**config.mk**
```make
export PLATFORM = sky130hd
export DESIGN_NAME = audio_sdm_mixer
export DESIGN_NICKNAME = d
export VERILOG_FILES = /design/src/rtl/audio_sdm_mixer.sv
export SDC_FILE = /design/constraint.sdc
export NUM_CORES = 1
export LEC_CHECK = 0
export BUFFER_PORTS_ARGS = -buffer_cell sky130_fd_sc_hd__buf_2
export CAP_MARGIN = 25
export CELL_PAD_IN_SITES_DETAIL_PLACEMENT = 2
export CELL_PAD_IN_SITES_GLOBAL_PLACEMENT = 2
export CORE_UTILIZATION = 35
export CTS_BUF_LIST = sky130_fd_sc_hd__clkbuf_16
export DETAILED_ROUTE_END_ITERATION = 10
export PLACE_DENSITY_LB_ADDON = 0.15
export SETUP_SLACK_MARGIN = 0.15
export SKIP_CTS_REPAIR_TIMING = 1
export SLEW_MARGIN = 10
export SYNTH_ARGS = -nofsm -noshare
export SYNTH_HDL_FRONTEND = slang
export SYNTH_SLANG_ARGS = --single-unit
```
**constraint.sdc**
```tcl
create_clock -name clk28 -period 15.8 [get_ports clk28]
set_input_delay 1.58 -clock clk28 [delete_from_list [all_inputs] [get_ports clk28]]
set_output_delay 1.58 -clock clk28 [all_outputs]
set_load 0.01 [all_outputs]
```
**src/rtl/audio_sdm_mixer.sv**
```systemverilog
// Sound output stage: mixes beeper/tape/Soundrive sources per channel, slew-limits
// the mixed level and emits a first-order sigma-delta bitstream for an external RC filter.
module audio_sdm_mixer #(
    parameter int SAMPLE_DIV = 8,
    parameter int BEEPER_W   = 128,
    parameter int TAPE_OUT_W = 64,
    parameter int TAPE_IN_W  = 32,
    parameter int SLEW       = 4
) (
    input  logic       clk28,
    input  logic       usrrst_n,
    input  logic       beeper,
    input  logic       tape_out,
    input  logic       tape_in,
    input  logic       mute,
    input  logic [7:0] sd_l0,
    input  logic [7:0] sd_l1,
    input  logic [7:0] sd_r0,
    input  logic [7:0] sd_r1,
    output logic       dac_l,
    output logic       dac_r
);

    localparam int DIV_W = (SAMPLE_DIV > 1) ? $clog2(SAMPLE_DIV) : 1;
    localparam logic [DIV_W-1:0] DIV_LAST = DIV_W'(SAMPLE_DIV - 1);
    localparam logic [9:0]  SLEW_V   = 10'(SLEW);
    localparam logic [11:0] BEEPER_V = 12'(BEEPER_W);
    localparam logic [11:0] TOUT_V   = 12'(TAPE_OUT_W);
    localparam logic [11:0] TIN_V    = 12'(TAPE_IN_W);

    logic [DIV_W-1:0] div_q, div_d;
    logic             tape_in_m_q, tape_in_s_q;
    logic [9:0]       target_l_q, target_l_d, target_r_q, target_r_d;
    logic [9:0]       level_l_q, level_l_d, level_r_q, level_r_d;
    logic [9:0]       acc_l_q, acc_l_d, acc_r_q, acc_r_d;
    logic             dac_l_q, dac_l_d, dac_r_q, dac_r_d;
    logic             tick;
    logic [11:0]      common, sum_l, sum_r;

    // Moves lvl toward tgt by at most SLEW; the step is clamped to the gap so it never overshoots.
    function automatic logic [9:0] slew_step(input logic [9:0] lvl, input logic [9:0] tgt);
        logic [9:0] gap;
        logic [9:0] res;
        res = lvl;
        if (lvl < tgt) begin
            gap = tgt - lvl;
            res = lvl + ((gap > SLEW_V) ? SLEW_V : gap);
        end else if (lvl > tgt) begin
            gap = lvl - tgt;
            res = lvl - ((gap > SLEW_V) ? SLEW_V : gap);
        end
        return res;
    endfunction

    function automatic logic [9:0] sat10(input logic [11:0] s);
        return (s > 12'd1023) ? 10'd1023 : s[9:0];
    endfunction

    always_comb begin
        tick   = (div_q == DIV_LAST);
        div_d  = tick ? '0 : div_q + 1'b1;

        common = (beeper ? BEEPER_V : 12'd0) + (tape_out ? TOUT_V : 12'd0)
               + (tape_in_s_q ? TIN_V : 12'd0);
        sum_l  = {4'd0, sd_l0} + {4'd0, sd_l1} + common;
        sum_r  = {4'd0, sd_r0} + {4'd0, sd_r1} + common;

        target_l_d = target_l_q;
        target_r_d = target_r_q;
        level_l_d  = level_l_q;
        level_r_d  = level_r_q;
        if (tick) begin
            target_l_d = mute ? 10'd0 : sat10(sum_l);
            target_r_d = mute ? 10'd0 : sat10(sum_r);
            level_l_d  = slew_step(level_l_q, target_l_q);
            level_r_d  = slew_step(level_r_q, target_r_q);
        end

        // The carry out of the 10-bit accumulator is the output bit.
        {dac_l_d, acc_l_d} = {1'b0, acc_l_q} + {1'b0, level_l_q};
        {dac_r_d, acc_r_d} = {1'b0, acc_r_q} + {1'b0, level_r_q};
    end

    always_ff @(posedge clk28 or negedge usrrst_n) begin
        if (!usrrst_n) begin
            div_q       <= '0;
            tape_in_m_q <= 1'b0;
            tape_in_s_q <= 1'b0;
            target_l_q  <= '0;
            target_r_q  <= '0;
            level_l_q   <= '0;
            level_r_q   <= '0;
            acc_l_q     <= '0;
            acc_r_q     <= '0;
            dac_l_q     <= 1'b0;
            dac_r_q     <= 1'b0;
        end else begin
            div_q       <= div_d;
            tape_in_m_q <= tape_in;
            tape_in_s_q <= tape_in_m_q;
            target_l_q  <= target_l_d;
            target_r_q  <= target_r_d;
            level_l_q   <= level_l_d;
            level_r_q   <= level_r_d;
            acc_l_q     <= acc_l_d;
            acc_r_q     <= acc_r_d;
            dac_l_q     <= dac_l_d;
            dac_r_q     <= dac_r_d;
        end
    end

    assign dac_l = dac_l_q;
    assign dac_r = dac_r_q;

endmodule

```
==> summary.txt <==
Outcome
  – Outcome: finished clean

Logic synthesis
  – Mean post-synth cell area: ~9 sq um
  – Post-synth EDFFs: 0
  – Syn Nets: 916
  – Cells after synthesis: between 700 and 800
  – Top cell type's share of synthesized area: 25.2%
  – Sequential fraction of the synthesis area: between 20 and 30%
  – Top cells by count, synth: ha_1 (104), inv_1 (77), o21ai_0 (69), dfrtp_1 (67), a21oi_1 (53)
  – Synth Warn #: 0
  – Seq cells post-synth: between 60 and 70
  – Top-count cell post-synth: ha_1
  – Primary FF master, synth: dfrtp_1
  – Async SR Flop Fraction: between 90% and 100%
  – Area leader, netlist: dfrtp_1
  – Syn Std Cell Area: ~6600 sq um
  – Area contributors post-synth: dfrtp_1 (25%), ha_1 (20%), o21ai_0 (5.2%)
  – Yosys cell types: 65

Setup path
  – Crit path arrival time: 6.03 ns
  – Most used cell, CP: ha_1
  – CP Cell Sequence: inv_1, ha_1, fa_1, nand2b_2, a21oi_1, a211o_1, o21ai_0, or4_4, a2111oi_0, nand2b_1, ha_1, xnor2_1, o21ai_0, ha_1, o2111ai_1, a31oi_1, a31o_2, nor2_1, a32o_1, a311oi_2, nand4_1
  – Worst-path maximum fanout: 7
  – CP Class: flop to flop
  – Crit. End Element: flop
  – CP max-delay cell: a2111oi_0
  – R2R setup slack: about 10 ns
  – Crit start category: flop
  – Crit. Startpoint: target_r_q[0]
  – WP data required: about 16 ns
  – Largest stage delay on the critical path: 0.73 ns
  – R2r startpoint: target_r_q[0]

CTS
  – Clk_lat worst skew: 0.35 ns
  – CTS buffer count: 9
  – H-tree depth: 3
  – CTS tree: built
  – CTS Sinks: 67
  – CTS root buffer: clkbuf_16
  – Clock transition at path regs: approximately 0.06 ns
  – Max clock buf depth: 2

Pwr
  – Max VDD drop: between 60 and 70 uV
  – PwrDens: around 220 nW/um^2
  – Leakage power: 3.47 nW

Drt
  – DR vias: roughly 5.6k
  – Vias per std cell: 5.48
  – Final WL: about 20 mm
  – DRC violations left: 0
  – ANT nets after route: 0
  – Post-DR wirelength/cell: 19.5 um
  – Iter 0 DRT Violations: 160
  – Router iterations before antenna repair: 4

Global route
  – GRT Total Usage: 21.7%
  – Initial antenna violation count: 0
  – Global-route layer with the greatest usage: met2
  – GR Util met3: 2.62%
  – Total congestion overflow: 0
  – Global-route wire length before repair: ~33 mm
  – GR met1 Demand/Resource: 24.3%
  – Largest net degree at the start of global routing: 68
  – Grt met2 use: 42.6%
  – Vias in the first global route: 6449

Cells and area
  – Antenna Cells: 0
  – Share of post-route cells with drive strength above 1: 8.75%
  – Fin nets: around 940
  – Filler cell count: between 2k and 2.5k
  – Syn-to-layout area delta: 10.8%
  – Util after Layout: around two fifths

STA
  – Fin crit share: ~37%
  – RSZ-0062 raised after global routing: no
  – Fmax: around 170 MHz
  – Final count of hold timing violations: 0
  – Worst slew pin tran: roughly 0.97 ns
  – Setup TNS: 0 ns
  – Final setup vio count: 0
  – Worst Skew: between 0.01 and 0.015 ns
  – Final worst slack: between 9 and 10 ns
  – Tmin final: 5.80 ns
  – Slew headroom: approximately 35%
  – Slew Limit Fails: 0

Floorplan
  – Ports: 40
  – Die height: 140 um
  – Core area: 18600 sq um
  – Die Wd: 140 um
  – # rows: 50
  – Initial Util: a little over a third
  – Die area: 19500 sq um

Place
  – I/O Buffers: 39
  – Detailed Place HPWL: 16.1 mm
  – DP Worst Slack: 10.12 ns
  – Placer Congestion: ~0.9

Flow run
  – Max-cap violations: 0

Worst hold path
  – Hold Startpoint: tape_in_m_q
  – Worst Hold Class: flop to flop
-- registers in the layout (all words and copies together), names as in the netlist, 3 cells and up --
signal,flops
acc_l_q,10
acc_r_q,10
div_q,3
level_l_q,10
level_r_q,10
target_l_q,10
target_r_q,10
-- stage by stage --
stage               area, sq um  total power, mW  hold WS (ns)  instances
floorplan                  6640             1.11         0.331        758
global placement           7020             1.31         0.335       1006
detailed placement         7020             1.38         0.360       1007
CTS                        7360             1.64         0.374       1023
global route               7360             1.77         0.396       1023
finish                     7360             1.61         0.370       1023
-- cell usage in the layout, fill, tap and decap left out, types with 4 or more instances in the layout --
cell and n:
o2111ai_1 6, ha_1 104, a311oi_1 4, nor2b_1 15
clkbuf_16 9, nand2b_1 14, a31oi_1 6, nor4_1 4
buf_2 38, fa_1 16, or2_2 5, nor2_1 39
o21a_1 6, nor3_1 8, o22ai_1 10, a21o_1 31
xnor2_1 39, inv_1 79, nand2_1 45, dfrtp_1 67
a21boi_0 4, o21ai_0 69, nand3_1 5, nand3b_1 10
nand4_1 8, mux2i_1 5, a211oi_1 4, xor2_1 17
a21oi_1 53, and2_1 8
-- worst max-delay path, delay by kind of cell (launching register included) --
family | cells | cell delay [ns]
AO/OA/AOI/OAI | 10 | 2.61
XOR/XNOR | 1 | 0.16
adder cells (fa/ha/maj) | 4 | 1.37
buffers and inverters | 1 | 0.07
flip-flops | 1 | 0.36
AND/OR/NAND/NOR | 5 | 1.11
-- worst paths after layout --
check                                end  cells after the start
max                         level_r_q[9]                     21
min                          tape_in_s_q                      0
max reg2reg                 level_r_q[9]                     21
min reg2reg                  tape_in_s_q                      0
max in group asynchronous     acc_r_q[7]                      1
min in group asynchronous  target_r_q[9]                      1
-- where the power goes --
| part | internal (mW) | switching [mW] |
|---|---|---|
| Combinational | 0.456 | 0.634 |
| Clock | 0.153 | 0.0836 |
| Sequential | 0.234 | 0.0542 |
-- cell type report --
type | count | area, sq um | area share, %
repair buffers | 41 | 209 | 2.84
well taps | 234 | 293 | 3.98
multi-input cells | 588 | 4560 | 61.9
clock buffers | 9 | 225 | 3.06
flip-flops and latches | 67 | 1680 | 22.8
inverters | 77 | 289 | 3.93
clock inverters | 7 | 109 | 1.48
-- cells by family after synthesis --
kind of cell	Yosys count	share of synthesized area, %
flops	67	25.2
compound gates	229	22.2
xor+xnor	56	7.39
buf+inv	103	6.14
fa+ha+maj	120	24.4
mux	5	0.754
simple gates	178	13.9
-- routing by layer --
metal | vias up | routed length [um] | share of wire [%]
met4 | 0 | 388 | 1.9
met3 | 22 | 285 | 1.4
met2 | 40 | 10900 | 55
li1 | 2725 | - | -
met5 | - | 0 | 0
met1 | 2818 | 8340 | 42
No activity file was read; power rests on OpenSTA's default activity.
